### config.mk
export PLATFORM = sky130hd
export DESIGN_NAME = gry_bin_dec_flat
export DESIGN_NICKNAME = d
export VERILOG_FILES = /design/src/rtl/gry_pkg.sv /design/src/rtl/gry_bin_dec_if.sv /design/src/rtl/gry_step_chk.sv /design/src/rtl/gry_bin_dec.sv /design/src/flat_wrapper.sv
export SDC_FILE = /design/constraint.sdc
export NUM_CORES = 1
export LEC_CHECK = 0
export BUFFER_PORTS_ARGS = -buffer_cell sky130_fd_sc_hd__buf_4
export CAP_MARGIN = 20
export CORE_MARGIN = 3
export CORE_UTILIZATION = 45
export CTS_CLUSTER_SIZE = 14
export DETAILED_ROUTE_END_ITERATION = 7
export GPL_ROUTABILITY_DRIVEN = 0
export GPL_TIMING_DRIVEN = 0
export MAX_ROUTING_LAYER = met4
export PLACE_DENSITY_LB_ADDON = 0.08
export SYNTH_ARGS = -nofsm -noshare
export SYNTH_HDL_FRONTEND = slang
export SYNTH_SLANG_ARGS = --single-unit
### constraint.sdc
create_clock -name clk -period 1.57 [get_ports clk]
set_input_delay 0.314 -clock clk [delete_from_list [all_inputs] [get_ports clk]]
set_output_delay 0.314 -clock clk [all_outputs]
set_load 0.005 [all_outputs]
### src/rtl/gry_pkg.sv
// Shared types and helpers for the sequential Gray-to-binary decoder.
package gry_pkg;

    localparam int unsigned MAX_W = 64;

    typedef enum logic [1:0] {
        ST_IDLE = 2'd0,
        ST_BUSY = 2'd1,
        ST_DONE = 2'd2
    } state_e;

    function automatic int unsigned step_count(input int unsigned n, input int unsigned bpc);
        return (n + bpc - 1) / bpc;
    endfunction

    function automatic int unsigned idx_width(input int unsigned n);
        return (n > 1) ? $clog2(n) : 1;
    endfunction

    function automatic int unsigned popcount(input logic [MAX_W-1:0] v);
        int unsigned c;
        c = 0;
        for (int i = 0; i < int'(MAX_W); i++) begin
            c += 32'(v[i]);
        end
        return c;
    endfunction

endpackage

### src/rtl/gry_bin_dec_if.sv
// Input/output handshake bundle of the Gray-to-binary decoder.
interface gry_bin_dec_if #(
    parameter int unsigned N = 8
);
    logic [N-1:0] gray_in;
    logic         in_valid;
    logic         in_ready;
    logic [N-1:0] binary_out;
    logic         out_valid;
    logic         out_ready;
    logic         busy;
    logic         step_err;

    modport master (
        output gray_in, in_valid, out_ready,
        input  in_ready, binary_out, out_valid, busy, step_err
    );

    modport slave (
        input  gray_in, in_valid, out_ready,
        output in_ready, binary_out, out_valid, busy, step_err
    );
endinterface

### src/rtl/gry_step_chk.sv
// Flags accepted Gray words whose Hamming distance to the previous word is not exactly 1.
module gry_step_chk
    import gry_pkg::*;
#(
    parameter int unsigned N = 8
) (
    input  logic         clk,
    input  logic         rst_n,
    input  logic         hs_i,
    input  logic [N-1:0] gray_i,
    output logic         err_o
);

    logic [N-1:0] prev_q, prev_d;
    logic         seen_q, seen_d;
    logic         err_q, err_d;

    always_comb begin
        prev_d = prev_q;
        seen_d = seen_q;
        err_d  = 1'b0;
        if (hs_i) begin
            prev_d = gray_i;
            seen_d = 1'b1;
            err_d  = seen_q && (popcount(MAX_W'(gray_i ^ prev_q)) != 32'd1);
        end
    end

    always_ff @(posedge clk) begin
        if (!rst_n) begin
            prev_q <= '0;
            seen_q <= 1'b0;
            err_q  <= 1'b0;
        end else begin
            prev_q <= prev_d;
            seen_q <= seen_d;
            err_q  <= err_d;
        end
    end

    assign err_o = err_q;

endmodule

### src/rtl/gry_bin_dec.sv
// Iterative MSB-first Gray-to-binary decoder, BPC bits per cycle, valid/ready on both sides.
// Optional Gray step checker enabled by defining GRY_STEP_CHK_EN.
module gry_bin_dec
    import gry_pkg::*;
#(
    parameter int unsigned N   = 8,
    parameter int unsigned BPC = 1
) (
    input  logic          clk,
    input  logic          rst_n,
    gry_bin_dec_if.slave  bus
);

    localparam int unsigned IDX_W = idx_width(N);

    state_e             state_q, state_d;
    logic [N-1:0]       g_q, g_d;
    logic [N-1:0]       b_q, b_d;
    logic               r_q, r_d;
    logic [IDX_W-1:0]   idx_q, idx_d;
    logic               in_ready_q, in_ready_d;
    logic               out_valid_q, out_valid_d;
    logic               busy_q, busy_d;
    logic               r_run;
    logic [IDX_W-1:0]   sel;
    logic               hs_c;
    logic               step_err_c;

    assign hs_c = in_ready_q && bus.in_valid;

    // Next state and XOR-prefix datapath; r carries the last resolved binary bit downward.
    always_comb begin
        state_d = state_q;
        g_d     = g_q;
        b_d     = b_q;
        r_d     = r_q;
        idx_d   = idx_q;
        r_run   = r_q;
        sel     = '0;
        unique case (state_q)
            ST_IDLE: begin
                if (bus.in_valid) begin
                    g_d     = bus.gray_in;
                    b_d     = '0;
                    r_d     = 1'b0;
                    idx_d   = IDX_W'(N - 1);
                    state_d = ST_BUSY;
                end
            end
            ST_BUSY: begin
                for (int j = 0; j < int'(BPC); j++) begin
                    if (int'(idx_q) >= j) begin
                        sel      = IDX_W'(int'(idx_q) - j);
                        r_run    = r_run ^ g_q[sel];
                        b_d[sel] = r_run;
                    end
                end
                r_d = r_run;
                if (int'(idx_q) < int'(BPC)) begin
                    state_d = ST_DONE;
                end else begin
                    idx_d = idx_q - IDX_W'(BPC);
                end
            end
            ST_DONE: begin
                if (bus.out_ready) begin
                    state_d = ST_IDLE;
                end
            end
            default: state_d = ST_IDLE;
        endcase
        in_ready_d  = (state_d == ST_IDLE);
        out_valid_d = (state_d == ST_DONE);
        busy_d      = (state_d != ST_IDLE);
    end

    always_ff @(posedge clk) begin
        if (!rst_n) begin
            state_q     <= ST_IDLE;
            g_q         <= '0;
            b_q         <= '0;
            r_q         <= 1'b0;
            idx_q       <= '0;
            in_ready_q  <= 1'b1;
            out_valid_q <= 1'b0;
            busy_q      <= 1'b0;
        end else begin
            state_q     <= state_d;
            g_q         <= g_d;
            b_q         <= b_d;
            r_q         <= r_d;
            idx_q       <= idx_d;
            in_ready_q  <= in_ready_d;
            out_valid_q <= out_valid_d;
            busy_q      <= busy_d;
        end
    end

`ifdef GRY_STEP_CHK_EN
    gry_step_chk #(
        .N (N)
    ) u_step_chk (
        .clk    (clk),
        .rst_n  (rst_n),
        .hs_i   (hs_c),
        .gray_i (bus.gray_in),
        .err_o  (step_err_c)
    );
`else
    assign step_err_c = 1'b0;
`endif

    assign bus.in_ready   = in_ready_q;
    assign bus.out_valid  = out_valid_q;
    assign bus.busy       = busy_q;
    assign bus.binary_out = b_q;
    assign bus.step_err   = step_err_c;

endmodule

### src/flat_wrapper.sv
// flat-port wrapper written by rule: the top's interface ports become plain ports
module gry_bin_dec_flat import gry_pkg::*;
#(
    parameter int unsigned N   = 8,
    parameter int unsigned BPC = 1
)
  (clk, rst_n, bus_gray_in, bus_in_valid, bus_out_ready, bus_in_ready, bus_binary_out, bus_out_valid, bus_busy, bus_step_err);
  gry_bin_dec_if #(.N(N)) bus_i ();
  input  logic clk;
  input  logic rst_n;
  input wire logic [$bits(bus_i.gray_in)-1:0] bus_gray_in;
  input wire logic [$bits(bus_i.in_valid)-1:0] bus_in_valid;
  input wire logic [$bits(bus_i.out_ready)-1:0] bus_out_ready;
  output wire logic [$bits(bus_i.in_ready)-1:0] bus_in_ready;
  output wire logic [$bits(bus_i.binary_out)-1:0] bus_binary_out;
  output wire logic [$bits(bus_i.out_valid)-1:0] bus_out_valid;
  output wire logic [$bits(bus_i.busy)-1:0] bus_busy;
  output wire logic [$bits(bus_i.step_err)-1:0] bus_step_err;
  assign bus_i.gray_in = bus_gray_in;
  assign bus_i.in_valid = bus_in_valid;
  assign bus_i.out_ready = bus_out_ready;
  assign bus_in_ready = bus_i.in_ready;
  assign bus_binary_out = bus_i.binary_out;
  assign bus_out_valid = bus_i.out_valid;
  assign bus_busy = bus_i.busy;
  assign bus_step_err = bus_i.step_err;
  gry_bin_dec #(.N(N), .BPC(BPC)) u_core (.clk(clk), .rst_n(rst_n), .bus(bus_i));
endmodule
==> results of run 1 <==
## critical path: stages (launching register included)
cell and delay [ns]:
dfxtp_4 0.42, mux2_2 0.37, o22ai_4 0.17, nor3_4 0.08, o21ai_4 0.31, o22ai_1 0.14
## layout make-up
class,count,area [µm²]
Timing Repair Buffer,22,165
Multi-Input combinational cell,81,653
Fill cell,200,867
Sequential cell,25,508
Clock inverter,1,5.00
Buffer,5,30.0
Tap cell,28,35.0
Clock buffer,3,22.5
Inverter,3,11.3
## layout by cell type, fill, tap and decap left out, types with 2 or more instances in the layout
master     n
clkbuf_4   5
nand2_1    3
mux2i_1    8
o31ai_1    3
mux2_4     3
dfxtp_1   21
a21oi_1    5
nor2_1     7
o311ai_0   3
o211ai_1   5
nand3_1    3
inv_1      3
nor2b_2    2
nand2b_2   2
nor2b_1   10
dfxtp_2    3
clkbuf_1   2
buf_4     23
o22ai_4    2
o31ai_2    4
o21a_1     4
## power breakdown
group          internal, W  switching, W
Combinational     0.000167      0.000183
Sequential        0.000680     0.0000432
Clock            0.0000956      0.000195
## flip-flops by register name (all words and copies together) (netlist names)
name,cells
u_core.bus.binary_out,8
u_core.bus.busy,1
u_core.bus.in_ready,1
u_core.bus.out_valid,1
u_core.g_q,8
u_core.idx_q,3
u_core.r_q,1
u_core.state_q,2
## worst max path at each step
| stage | start | end | cells after the start |
|---|---|---|---|
| after global routing | u_core.idx_q[0]$_SDFFE_PN0P_ | u_core.bus.binary_out[0]$_SDFFE_PN0P_ | 5 |
| after detailed placement | u_core.idx_q[0]$_SDFFE_PN0P_ | u_core.bus.binary_out[6]$_SDFFE_PN0P_ | 5 |
| after global placement | u_core.idx_q[0]$_SDFFE_PN0P_ | u_core.bus.binary_out[0]$_SDFFE_PN0P_ | 5 |
| after floorplan | u_core.idx_q[0]$_SDFFE_PN0P_ | u_core.bus.binary_out[7]$_SDFFE_PN0P_ | 5 |
| final | u_core.idx_q[0]$_SDFFE_PN0P_ | u_core.bus.binary_out[0]$_SDFFE_PN0P_ | 5 |
| after CTS | u_core.idx_q[0]$_SDFFE_PN0P_ | u_core.bus.binary_out[6]$_SDFFE_PN0P_ | 5 |
## metrics by stage
stage          power (W)   util  hold WS, ns
2_1_floorplan   0.000936      -        0.464
6_report         0.00136  0.623        0.238
4_1_cts          0.00132  0.597        0.230
3_3_place_gp     0.00102  0.578        0.468
3_5_place_dp     0.00103  0.578        0.469
5_1_grt          0.00144  0.623        0.243
## per-layer routing
| metal | track usage | vias up | share of wire |
|---|---|---|---|
| li1 | - | 470 | - |
| met1 | 0.203 | 439 | 0.46 |
| met2 | 0.239 | 26 | 0.47 |
| met3 | 0.0441 | 4 | 0.056 |
| met4 | 0.0305 | 0 | 0.012 |
| met5 | - | - | 0 |
## logic make-up after synthesis
logic type | Yosys count | share of synthesized area
muxes | 12 | 0.111
other | 1 | 0.00333
buffers and inverters | 8 | 0.0322
AOI/OAI and AO/OA | 31 | 0.216
adders and majority gates | 1 | 0.0111
DFF | 25 | 0.444
and+or+nand+nor | 36 | 0.182
## what timing repair did
action	CTS	global route
endpoints found under the setup margin	9	16
pin swaps	2	7
hold buffers	0	0
endpoints found under the hold margin	0	0
setup buffers	0	0
resized for setup	6	16
==> reports/results.ini, run 1 <==
[status]
outcome = finished, violations left
violations = setup timing

[cells_and_area]
area_growth_pct = 26.9
diodes = 0
drive_gt1_frac = 0.379
post-route-cell-area_um2 = 1430
layout.nets = 154
final-instance-count-excl-fill = 168

[clock_tree]
cts_tree = built
clock_path_buffers = 2
cts_root_buffer = clkbuf_4
clkLatencyLatePin_ns = 0.32
htreeDepth = 1
clock-sinks = 25
path_clk_slew_ns = 0.14
cts_buffers = 3

[floorplanning]
dieArea_um2 = 3140
initial_core_util = 0.491
io_pins = 24
core_region_area_um2 = 2300
die_h_um = 56.1
num_rows = 17
die_x_um = 56.1

[place]
port_buffers = 22
place_hpwl_um = 1700
placed_cells = 164
dpl_worst_slack_ns = -0.0713
placed_area_um2 = 1330

[hold_path]
worstHoldPathCells = 3
hold_end = u_core.g_q[0]$_SDFFE_PN0P_
holdCritPathClass = input port to flip-flop
min_from = bus_gray_in[0]

[worst_setup_path]
crit_type = flip-flop to flip-flop
reg2reg_from = u_core.idx_q[0]$_SDFFE_PN0P_
cp.arrival_ns = 1.80
cp.required_ns = 1.79
r2r_slack_ns = -0.009
r2r_cells = 5
cp-start-kind = flip-flop
crit_fanout = 8
end_kind = flip-flop
regToRegEndpoint = u_core.bus.binary_out[0]$_SDFFE_PN0P_

[global_routing]
grt_remaining_overflow = 0
antenna_found_initial = 0
grt_start_max_net_pins = 15
track_usage = 0.155
grt_pass1_vias = 868
grt_pass1_wl_um = 3860

[drt]
num_vias = 939
ant_nets = 0
routedWlPerCell_um = 14.3
vias_per_cell = 5.59
first_iter_violations = 14
first_pass_iters = 4
drt-total-wl_um = 2400
drc = 0

[synth]
synth_warnings = 0
synthTopCellsByArea = dfxtp_1, mux2i_1, nor2b_1
synth_area_um2 = 1130
synthesis.nets = 127
syn_inst = 114
yosys.area.top_type = dfxtp_1
synthDistinctLibCells = 35
synth_area_per_cell_um2 = 9.89
synthFlopType = dfxtp_1
synth_edf_count = 0
synth_top_area_frac = 0.444
ys_top_cells_by_count = dfxtp_1, nor2b_1, mux2i_1, nor2_1, o31ai_1
ys_seq_area_frac = 0.444
ys_ff_latch = 25
synthArstFlopShare = 0
synth_most_common_cell = dfxtp_1

[timing]
timing.final.crit_share = 1.01
fin_tns_setup_ns = -0.00921
setup_viol = 1
finalMaxSlewViolations = 0
max_freq_ghz = 0.633
hold_viol_final = 0
rsz0062_at_grt = true
post-route-min-period_ns = 1.58
fin_ws_ns = -0.00921
finalClockSkew_ns = 0.00428

[pwr]
p_leak_nw = 0.571
power_density_nw_per_um2 = 953
max-vdd-ir-drop_uv = 777

[flow_run]
cap_violations = 0

Note: power is estimated with default switching activity, not from simulation.
==> run 2, diff against run 1 <==
ABC_AREA = 1   (was unset)
CAP_MARGIN = unset   (was 20)
SETUP_SLACK_MARGIN = 0.05   (was unset)
==> run 2 against run 1 <==
The flow now finishes without violations. Combinational power grew 28%. First-iteration DRC count grew to 2.6 times the previous value. Via count grew 18%. Clock power is essentially flat. Wire length grew 6.3%.
==> reports/results.ini, run 2 <==
[synth]
synth_top_area_frac = 0.422
yosys.area.top_type = dfxtp_1
synthFlopType = dfxtp_1
synth_most_common_cell = dfxtp_1
synth_edf_count = 0
synthesis.nets = 171
synth_area_um2 = 1190
synth_warnings = 0
synthTopCellsByArea = dfxtp_1, a21oi_1, nand2_1
synthDistinctLibCells = 26
ys_top_cells_by_count = dfxtp_1, nand2_1, a21oi_1, inv_1, nor2_1
synth_area_per_cell_um2 = 7.51
ys_ff_latch = 25
synthArstFlopShare = 0
ys_seq_area_frac = 0.422
syn_inst = 158

[hold_path]
holdCritPathClass = input port to flip-flop
min_from = bus_gray_in[2]

[clock_tree]
cts_tree = built
hold_buffers = 0
path_clk_slew_ns = 0.13
htreeDepth = 1
clock-sinks = 25
cts_root_buffer = clkbuf_4
clock_path_buffers = 2
clkLatencyLatePin_ns = 0.32
cts_buffers = 3

[worst_setup_path]
cp.required_ns = 1.82
end_kind = flip-flop
cp.arrival_ns = 1.69
reg2reg_from = u_core.state_q[0]$_SDFF_PN0_
crit_fanout = 10
crit_type = flip-flop to flip-flop
crit_start = u_core.state_q[0]$_SDFF_PN0_
cp-start-kind = flip-flop

[drt]
num_vias = 1108
routedWlPerCell_um = 11.7
first_pass_iters = 4
ant_nets = 0
vias_per_cell = 5.11
drt-total-wl_um = 2550
first_iter_violations = 36
drc = 0

[place]
port_buffers = 22
place_hpwl_um = 1880
dpl_worst_slack_ns = 0.134

[timing]
fin_ws_ns = 0.131
finalMaxSlewViolations = 0
fin_tns_setup_ns = 0
worstMarginPinSlew_ns = 0.556
finalClockSkew_ns = 0.00112
max_freq_ghz = 0.695
timing.final.crit_share = 0.917
hold_viol_final = 0
setup_viol = 0
rsz0062_at_grt = false
relSlewSlack = 0.629
post-route-min-period_ns = 1.44

[cells_and_area]
fillers = 230
final_util = 0.623
drive_gt1_frac = 0.317
final_common_cell = buf_4
layout.nets = 203
diodes = 0
final_cell_mix = buf_4, nand2_1, dfxtp_1
area_growth_pct = 24.1

[status]
outcome = finished clean

[floorplanning]
dieArea_um2 = 3290
core_region_area_um2 = 2360
die_h_um = 57.3
initial_core_util = 0.502
io_pins = 24
die_x_um = 57.3
num_rows = 17

[flow_run]
cap_violations = 0

[global_routing]
grt_remaining_overflow = 0
grt_start_max_net_pins = 14
track_usage = 0.177
grt_pass1_wl_um = 4490
grt_pass1_vias = 983
antenna_found_initial = 0

[pwr]
power_density_nw_per_um2 = 992
p_leak_nw = 0.685
max-vdd-ir-drop_uv = 769

## run 2: cell types whose count changed after synthesis, moves of 6 or more
cell | previous run | this run
inv_1 | 3 | 17
o21ai_0 | 1 | 10
nor2b_1 | 12 | 0
nor2_1 | 7 | 15
o31ai_1 | 6 | 0
a21oi_1 | 5 | 18
nand2_1 | 3 | 24
mux2i_1 | 8 | 0
nand4_1 | 0 | 7
## run 2: final cells by class
class / count / area, µm² / area share
well taps: 28 / 35.0 / 0.0238
multi-input cells: 101 / 544 / 0.370
plain buffers: 7 / 57.6 / 0.0391
inverters: 25 / 103 / 0.0697
clock buffers: 4 / 26.3 / 0.0179
repair buffers: 27 / 203 / 0.138
flip-flops and latches: 25 / 503 / 0.342
## run 2: routing by layer
layer | GRT usage | vias to the layer above | wire length, µm
met1 | 0.244 | 501 | 1170
met4 | 0.0397 | 0 | 19
met5 | - | - | 0
met3 | 0.0407 | 4 | 133
li1 | - | 572 | -
met2 | 0.261 | 31 | 1220
## run 2: final timing paths
path                                                              end  slack, ns  cells after the start
worst max-delay path            u_core.bus.binary_out[5]$_SDFFE_PN0P_       0.13                      5
worst min register to register             u_core.g_q[0]$_SDFFE_PN0P_       0.46                      2
worst min-delay path                       u_core.g_q[2]$_SDFFE_PN0P_       0.24                      3
worst max register to register  u_core.bus.binary_out[5]$_SDFFE_PN0P_       0.13                      5
## run 2: where the power goes
group / switching, W / total, W / leakage [nW] / internal [W]
Combinational: 0.000264 / 0.000447 / 0.464 / 0.000183
Clock: 0.000191 / 0.000291 / 0.0150 / 0.0000995
Sequential: 0.0000327 / 0.000723 / 0.206 / 0.000690
Total: 0.000488 / 0.00146 / 0.685 / 0.000972
## run 2: critical path, stage by stage, from the launching register on
cell and delay [ns]:
dfxtp_1 0.38, inv_1 0.05, nand3_1 0.12, clkbuf_1 0.46, o211ai_1 0.16, a21oi_1 0.20
## run 2: repair_timing
action	4_1_cts	5_1_grt
gates resized for setup	0	9
endpoints found under the setup margin	0	12
buffers inserted	0	5
endpoints found under the hold margin	0	0
## run 2: through the flow
stage / std cells / total power (W) / cell area (µm²) / hold WS, ns
6_report: 217 / 0.00146 / 1470 / 0.236
5_1_grt: 217 / 0.00156 / 1470 / 0.218
4_1_cts: 212 / 0.00142 / 1410 / 0.225
3_5_place_dp: 208 / 0.00113 / 1390 / 0.440
3_3_place_gp: 208 / 0.00112 / 1390 / 0.436
2_1_floorplan: 158 / 0.00102 / 1190 / 0.428
## run 2: cell families after synthesis
family / count (synthesis) / synth area share
AND/OR/NAND/NOR: 63 / 0.261
AO/OA/AOI/OAI: 36 / 0.172
buffers and inverters: 32 / 0.132
flip-flops: 25 / 0.422
adder cells (fa/ha/maj): 1 / 0.0105
other: 1 / 0.00316
